**src/rtl/uart_pkg.sv**
```systemverilog
// rtl/uart_pkg.sv - shared UART types and constants
// Purpose: frame state encoding, default timing constants and line levels
//          shared by the transmitter and the receiver.
// Ports:   none (package).
package uart_pkg;

  typedef enum logic [2:0] {
    IDLE   = 3'd0,
    START  = 3'd1,
    DATA   = 3'd2,
    PARITY = 3'd3,
    STOP   = 3'd4
  } uart_state_e;

  localparam int DEF_CLKS_PER_BIT = 15;
  localparam int DEF_DATA_BITS    = 8;

  localparam logic LINE_IDLE = 1'b1;
  localparam logic START_LVL = 1'b0;

  // Wide enough for DATA_BITS-1 (max 7) and STOP_BITS-1 (max 1).
  localparam int BIT_CNT_W = 3;

endpackage

```
**src/rtl/uart_baud_cnt.sv**
```systemverilog
// rtl/uart_baud_cnt.sv - bit-period counter with end-of-bit tick
// Purpose: counts 0..CLKS_PER_BIT-1 while enabled and flags the last cycle
//          of each bit period.
// Ports:   clk   - system clock
//          rst   - asynchronous active-high reset
//          en    - count enable (held low while the line is idle)
//          clear - restart the bit period from 0 on the next edge
//          tick  - high in the cycle where count == CLKS_PER_BIT-1
module uart_baud_cnt
  import uart_pkg::*;
#(
  parameter int CLKS_PER_BIT = DEF_CLKS_PER_BIT
) (
  input  logic clk,
  input  logic rst,
  input  logic en,
  input  logic clear,
  output logic tick
);

  localparam int CNT_W = (CLKS_PER_BIT > 1) ? $clog2(CLKS_PER_BIT) : 1;
  localparam logic [CNT_W-1:0] CNT_LAST = CNT_W'(CLKS_PER_BIT - 1);

  logic [CNT_W-1:0] cnt_q;
  logic [CNT_W-1:0] cnt_d;

  assign tick = en && !clear && (cnt_q == CNT_LAST);

  always_comb begin
    cnt_d = cnt_q;
    if (clear || !en) begin
      cnt_d = '0;
    end else if (cnt_q == CNT_LAST) begin
      cnt_d = '0;
    end else begin
      cnt_d = cnt_q + CNT_W'(1);
    end
  end

  always_ff @(posedge clk or posedge rst) begin
    if (rst) begin
      cnt_q <= '0;
    end else begin
      cnt_q <= cnt_d;
    end
  end

endmodule

```
**src/rtl/uart_tx.sv**
```systemverilog
// rtl/uart_tx.sv - UART transmitter (start, LSB-first data, even parity, stop)
// Purpose: serialises one word per accepted request onto txd.
// Ports:   clk      - system clock, rising edge
//          rst      - asynchronous active-high reset, aborts any frame
//          tx_start - send request, only sampled while idle
//          tx_data  - word to send, captured on the accepting edge
//          txd      - serial line, idle high, driven straight from a flop
//          tx_busy  - high from the accepting edge until the frame ends
//          tx_done  - one-cycle pulse when the last stop bit completes
module uart_tx
  import uart_pkg::*;
#(
  parameter int CLKS_PER_BIT = DEF_CLKS_PER_BIT,
  parameter int DATA_BITS    = DEF_DATA_BITS,
  parameter int PARITY_EN    = 0,
  parameter int STOP_BITS    = 1
) (
  input  logic                 clk,
  input  logic                 rst,
  input  logic                 tx_start,
  input  logic [DATA_BITS-1:0] tx_data,
  output logic                 txd,
  output logic                 tx_busy,
  output logic                 tx_done
);

  localparam logic [BIT_CNT_W-1:0] LAST_DATA = BIT_CNT_W'(DATA_BITS - 1);
  localparam logic [BIT_CNT_W-1:0] LAST_STOP = BIT_CNT_W'(STOP_BITS - 1);

  uart_state_e           state_q, state_d;
  logic [BIT_CNT_W-1:0]  bit_cnt_q, bit_cnt_d;
  logic [DATA_BITS-1:0]  shift_q, shift_d;
  logic                  parity_q, parity_d;
  logic                  txd_q, txd_d;
  logic                  busy_q, busy_d;
  logic                  done_q, done_d;
  logic                  accept;
  logic                  tick;

  assign accept = (state_q == IDLE) && tx_start;

  uart_baud_cnt #(
    .CLKS_PER_BIT(CLKS_PER_BIT)
  ) u_baud_cnt (
    .clk  (clk),
    .rst  (rst),
    .en   (state_q != IDLE),
    .clear(accept),
    .tick (tick)
  );

  // State and datapath registers
  always_ff @(posedge clk or posedge rst) begin
    if (rst) begin
      state_q   <= IDLE;
      bit_cnt_q <= '0;
      shift_q   <= '0;
      parity_q  <= 1'b0;
      txd_q     <= LINE_IDLE;
      busy_q    <= 1'b0;
      done_q    <= 1'b0;
    end else begin
      state_q   <= state_d;
      bit_cnt_q <= bit_cnt_d;
      shift_q   <= shift_d;
      parity_q  <= parity_d;
      txd_q     <= txd_d;
      busy_q    <= busy_d;
      done_q    <= done_d;
    end
  end

  // Next-state logic
  always_comb begin
    state_d   = state_q;
    bit_cnt_d = bit_cnt_q;
    shift_d   = shift_q;
    parity_d  = parity_q;
    unique case (state_q)
      IDLE: begin
        if (tx_start) begin
          state_d   = START;
          shift_d   = tx_data;
          parity_d  = ^tx_data;
          bit_cnt_d = '0;
        end
      end
      START: begin
        if (tick) begin
          state_d   = DATA;
          bit_cnt_d = '0;
        end
      end
      DATA: begin
        if (tick) begin
          shift_d = shift_q >> 1;
          if (bit_cnt_q == LAST_DATA) begin
            bit_cnt_d = '0;
            state_d   = (PARITY_EN != 0) ? PARITY : STOP;
          end else begin
            bit_cnt_d = bit_cnt_q + BIT_CNT_W'(1);
          end
        end
      end
      PARITY: begin
        if (tick) begin
          state_d   = STOP;
          bit_cnt_d = '0;
        end
      end
      STOP: begin
        if (tick) begin
          if (bit_cnt_q == LAST_STOP) begin
            state_d   = IDLE;
            bit_cnt_d = '0;
          end else begin
            bit_cnt_d = bit_cnt_q + BIT_CNT_W'(1);
          end
        end
      end
      default: begin
        state_d   = IDLE;
        bit_cnt_d = '0;
      end
    endcase
  end

  // Output logic: decoded from the next state so the flopped outputs
  // change on the same edge as the state they describe.
  always_comb begin
    txd_d  = LINE_IDLE;
    busy_d = (state_d != IDLE);
    done_d = (state_q == STOP) && (state_d == IDLE);
    unique case (state_d)
      START:   txd_d = START_LVL;
      DATA:    txd_d = shift_d[0];
      PARITY:  txd_d = parity_d;
      default: txd_d = LINE_IDLE;
    endcase
  end

  assign txd     = txd_q;
  assign tx_busy = busy_q;
  assign tx_done = done_q;

endmodule

```
**config.mk**
```make
export PLATFORM = sky130hd
export DESIGN_NAME = uart_tx
export DESIGN_NICKNAME = d
export VERILOG_FILES = /design/src/rtl/uart_pkg.sv /design/src/rtl/uart_baud_cnt.sv /design/src/rtl/uart_tx.sv
export SDC_FILE = /design/constraint.sdc
export NUM_CORES = 1
export LEC_CHECK = 0
export CAP_MARGIN = 20
export CORE_ASPECT_RATIO = 1.2
export CORE_MARGIN = 2
export CORE_UTILIZATION = 35
export DETAILED_ROUTE_END_ITERATION = 6
export REMOVE_ABC_BUFFERS = 1
export SKIP_LAST_GASP = 1
export SLEW_MARGIN = 40
export SYNTH_ARGS = -nofsm -noshare
export SYNTH_HDL_FRONTEND = slang
export SYNTH_SLANG_ARGS = --single-unit
```
**constraint.sdc**
```tcl
create_clock -name clk -period 3 [get_ports clk]
set_input_delay 0.9 -clock clk [delete_from_list [all_inputs] [get_ports clk]]
set_output_delay 0.9 -clock clk [all_outputs]
set_load 0.02 [all_outputs]
```
==> impl_metrics.env <==
export IMPL_design_die_area_mm2=0.00398
export IMPL_nNetsFinal=152
export IMPL_grt_pass1_wl_um=4050
export IMPL_worstHoldPathType="register to register"
export IMPL_syn_to_final_growth_pct=16.9
export IMPL_dpl_cell_count=168
export IMPL_count_of_distinct_cell_types_in_the_synthesized_netlist=34
export IMPL_worst_path_required_time_ps=3180
export IMPL_placement_row_count=23
export IMPL_final_min_clock_period_ps=2360
export IMPL_antenna_violations_before_repair=0
export IMPL_dpl_hpwl_um=1720
export IMPL_grt_pass1_vias=939
export IMPL_ir_drop_mv=0.356
export IMPL_tightest_slew_ps=656
export IMPL_start_kind="primary input"
export IMPL_worstSetupPathType="primary input to register"
export IMPL_setup_worst_path_start="tx_start"
export IMPL_post_synth_top_area_fraction_pct=43.0
export IMPL_crit_buf_inv=1
export IMPL_worst_r2r_startpoint="u_baud_cnt.cnt_q[0]$_DFF_PP0_"
export IMPL_synth_edff_count=0
export IMPL_syn_avg_cell_area_um2=9.93
export IMPL_detail_route_antenna_nets=0
export IMPL_netlist_instances=123
export IMPL_cp_data_arrival_time_ps=2540
export IMPL_global_route_usage_total_pct=13.2
export IMPL_list_of_cells_traversed_by_the_critical_path="clkdlybuf4s50_1, or4b_1, o311a_4, a2111oi_4, o211ai_1"
export IMPL_clkSlewWorstSetupHoldPaths_ps=80
export IMPL_drcViolationCount=0
export IMPL_drive_above_1_share_pct=9.63
export IMPL_worst_hold_slack_ps=488
export IMPL_grt_overflow=0
export IMPL_drt_pass1_iter_count=4
export IMPL_cts_htree_levels=1
export IMPL_die_x_um=57.9
export IMPL_detail_route_vias_per_cell=5.31
export IMPL_synth_top_cells_by_area="sky130_fd_sc_hd__dfrtp_1 43%, sky130_fd_sc_hd__nand2_1 5.8%, sky130_fd_sc_hd__xnor2_1 5.7%"
export IMPL_max_slew_margin_pct=56.0
export IMPL_setup_tns_final_ps=0
export IMPL_wl_per_cell_um=13.1
export IMPL_core_area_mm2=0.00334
export IMPL_cts_setup_buffers=0
export IMPL_worst_path_largest_cell_delay_ps=580
export IMPL_synth_area_leader_cell="sky130_fd_sc_hd__dfrtp_1"
export IMPL_detailroute_via_count=913
export IMPL_worstPathMaxFanout=6
export IMPL_timing_critical_path_depth=5
export IMPL_drt_first_iter_violations=23
export IMPL_period_share_pct=78.7
export IMPL_synth_warnings=0
export IMPL_clockRootBuffer="sky130_fd_sc_hd__clkbuf_8"
export IMPL_synth_cell_area_mm2=0.00122
export IMPL_synthFlopType="sky130_fd_sc_hd__dfrtp_1"
export IMPL_io_pins=14
export IMPL_max_cap_viol_count=0
export IMPL_post_cts_resize_count=0
export IMPL_share_of_the_yosys_chip_area_belonging_to_registers_pct=45.2
export IMPL_drv_slew=0
export IMPL_r2r_slack_ps=1070
export IMPL_grt_start_max_net_pins=23
export IMPL_timing_critical_path_slowest_stage_cell="sky130_fd_sc_hd__or4b_1"
export IMPL_cts_tree="built"
export IMPL_fill_cells=329
export IMPL_io_buffers=13
export IMPL_cts_buffers=3
export IMPL_insertion_delay_ps=260
export IMPL_fmax_mhz=424
export IMPL_finalNonFillerCells=172
export IMPL_num_clock_sinks=22
export IMPL_synth_top_cells_by_count="21 x sky130_fd_sc_hd__dfrtp_1, 19 x sky130_fd_sc_hd__nand2_1, 9 x sky130_fd_sc_hd__nor2_1, 9 x sky130_fd_sc_hd__o21ai_0, 8 x sky130_fd_sc_hd__xnor2_1"
export IMPL_worst_path_dominant_cell_family="simple AND/OR/NAND/NOR gates"
export IMPL_r2r_end="txd$_DFF_PP1_"
export IMPL_finalSetupViolations=0
export IMPL_worst_setup_path_endpoint="txd$_DFF_PP1_"
export IMPL_synth_ff_latch_count=22
export IMPL_setup_repair_after_global_routing_missed_its_margin="no"
export IMPL_powerDensity_mw_per_mm2=779
export IMPL_gp_congestion=0.784
export IMPL_insertedDiodeCount=0
export IMPL_floorplan_initialDensity_pct=36.6
export IMPL_drt_wl_total_um=2260
export IMPL_worst_r2r_cell_count=6
export IMPL_postSynth_asyncResetShare_pct=100
export IMPL_p_leak_uw=0.000605
export IMPL_run_status="finished, final reports clean"
export IMPL_setup_worst_path_end_class="register"
export IMPL_chipHeight_um=68.7
export IMPL_timing_final_hold_violations=0
export IMPL_skew_ps=0.855
export IMPL_final_core_utilization_pct=42.8
export IMPL_clock_path_buffers=2
export IMPL_hold_buffers=0
export IMPL_yosys_cell_count_top_type="sky130_fd_sc_hd__dfrtp_1"
how the worst min path moves through the flow:
| stage | from | end | slack (ps) | depth (start not counted) |
|---|---|---|---|---|
| floorplan | shift_q[2]$_DFFE_PP0P_ | shift_q[2]$_DFFE_PP0P_ | 450 | 2 |
| global placement | shift_q[5]$_DFFE_PP0P_ | shift_q[5]$_DFFE_PP0P_ | 460 | 2 |
| detailed placement | shift_q[6]$_DFFE_PP0P_ | shift_q[6]$_DFFE_PP0P_ | 470 | 2 |
| CTS | shift_q[2]$_DFFE_PP0P_ | shift_q[2]$_DFFE_PP0P_ | 490 | 2 |
| global route | shift_q[2]$_DFFE_PP0P_ | shift_q[2]$_DFFE_PP0P_ | 510 | 2 |
| finish | shift_q[3]$_DFFE_PP0P_ | shift_q[3]$_DFFE_PP0P_ | 490 | 2 |
registers in the layout (all words and copies together) (netlist names):
signal            flops
tx_busy               1
txd                   1
bit_cnt_q             3
shift_q               8
parity_q              1
state_q               3
tx_done               1
u_baud_cnt.cnt_q      4
stage by stage:
step	total power, uW	setup slack [ps]	area (um^2)
2_1_floorplan	797	971	1190
3_3_place_gp	894	374	1370
3_5_place_dp	911	373	1370
4_1_cts	1130	636	1430
5_1_grt	1210	570	1430
6_report	1110	640	1430
cell families (layout without fill, tap and decap cells):
group                    Yosys count  in the layout  share of synthesized area (%)
adder cells (fa/ha/maj)            5              5                           5.12
XOR/XNOR                           9              9                           6.46
AO/OA/AOI/OAI                     30             30                           19.6
multiplexers                       2              2                           1.74
AND/OR/NAND/NOR                   44             44                           17.7
flip-flops                        22             22                           45.2
buffers and inverters             11             23                           4.20
tightest hold or removal path, cell delays in order, from the launching register on:
cell	delay (ps)
sky130_fd_sc_hd__dfrtp_1	350
sky130_fd_sc_hd__nand2_1	50
sky130_fd_sc_hd__nand2_1	60
metal layers:
layer | vias to the layer above | wire (um) | track usage, %
met2 | 17 | 1130 | 23.6
met1 | 435 | 1020 | 15.9
met4 | 0 | 30 | 5.23
met5 | - | 0 | 0
met3 | 3 | 75 | 2.24
li1 | 458 | - | -
cell type report:
class / count / area, um^2 / area share [%]
multi-input combinational: 90 / 618 / 43.3
timing repair buffer: 14 / 138 / 9.64
clock buffer: 4 / 55.1 / 3.86
tap: 37 / 46.3 / 3.24
sequential: 22 / 552 / 38.7
inverter: 5 / 18.8 / 1.31
where the power goes:
part / internal (uW) / switching (uW)
Clock: 117 / 94.3
Sequential: 407 / 101
Combinational: 187 / 205
Total: 711 / 400
layout by cell type (no fill, tap or decap), types with 3 or more instances in the layout:
master	count
sky130_fd_sc_hd__xnor2_1	8
sky130_fd_sc_hd__nand2_1	19
sky130_fd_sc_hd__inv_1	5
sky130_fd_sc_hd__ha_1	5
sky130_fd_sc_hd__nor3_1	3
sky130_fd_sc_hd__a21oi_1	4
sky130_fd_sc_hd__dfrtp_1	21
sky130_fd_sc_hd__a22oi_1	6
sky130_fd_sc_hd__nand3_1	4
sky130_fd_sc_hd__clkdlybuf4s50_1	13
sky130_fd_sc_hd__o21ai_0	9
sky130_fd_sc_hd__nor2_1	9
sky130_fd_sc_hd__clkbuf_8	4
(Power assumes the default switching activity.)
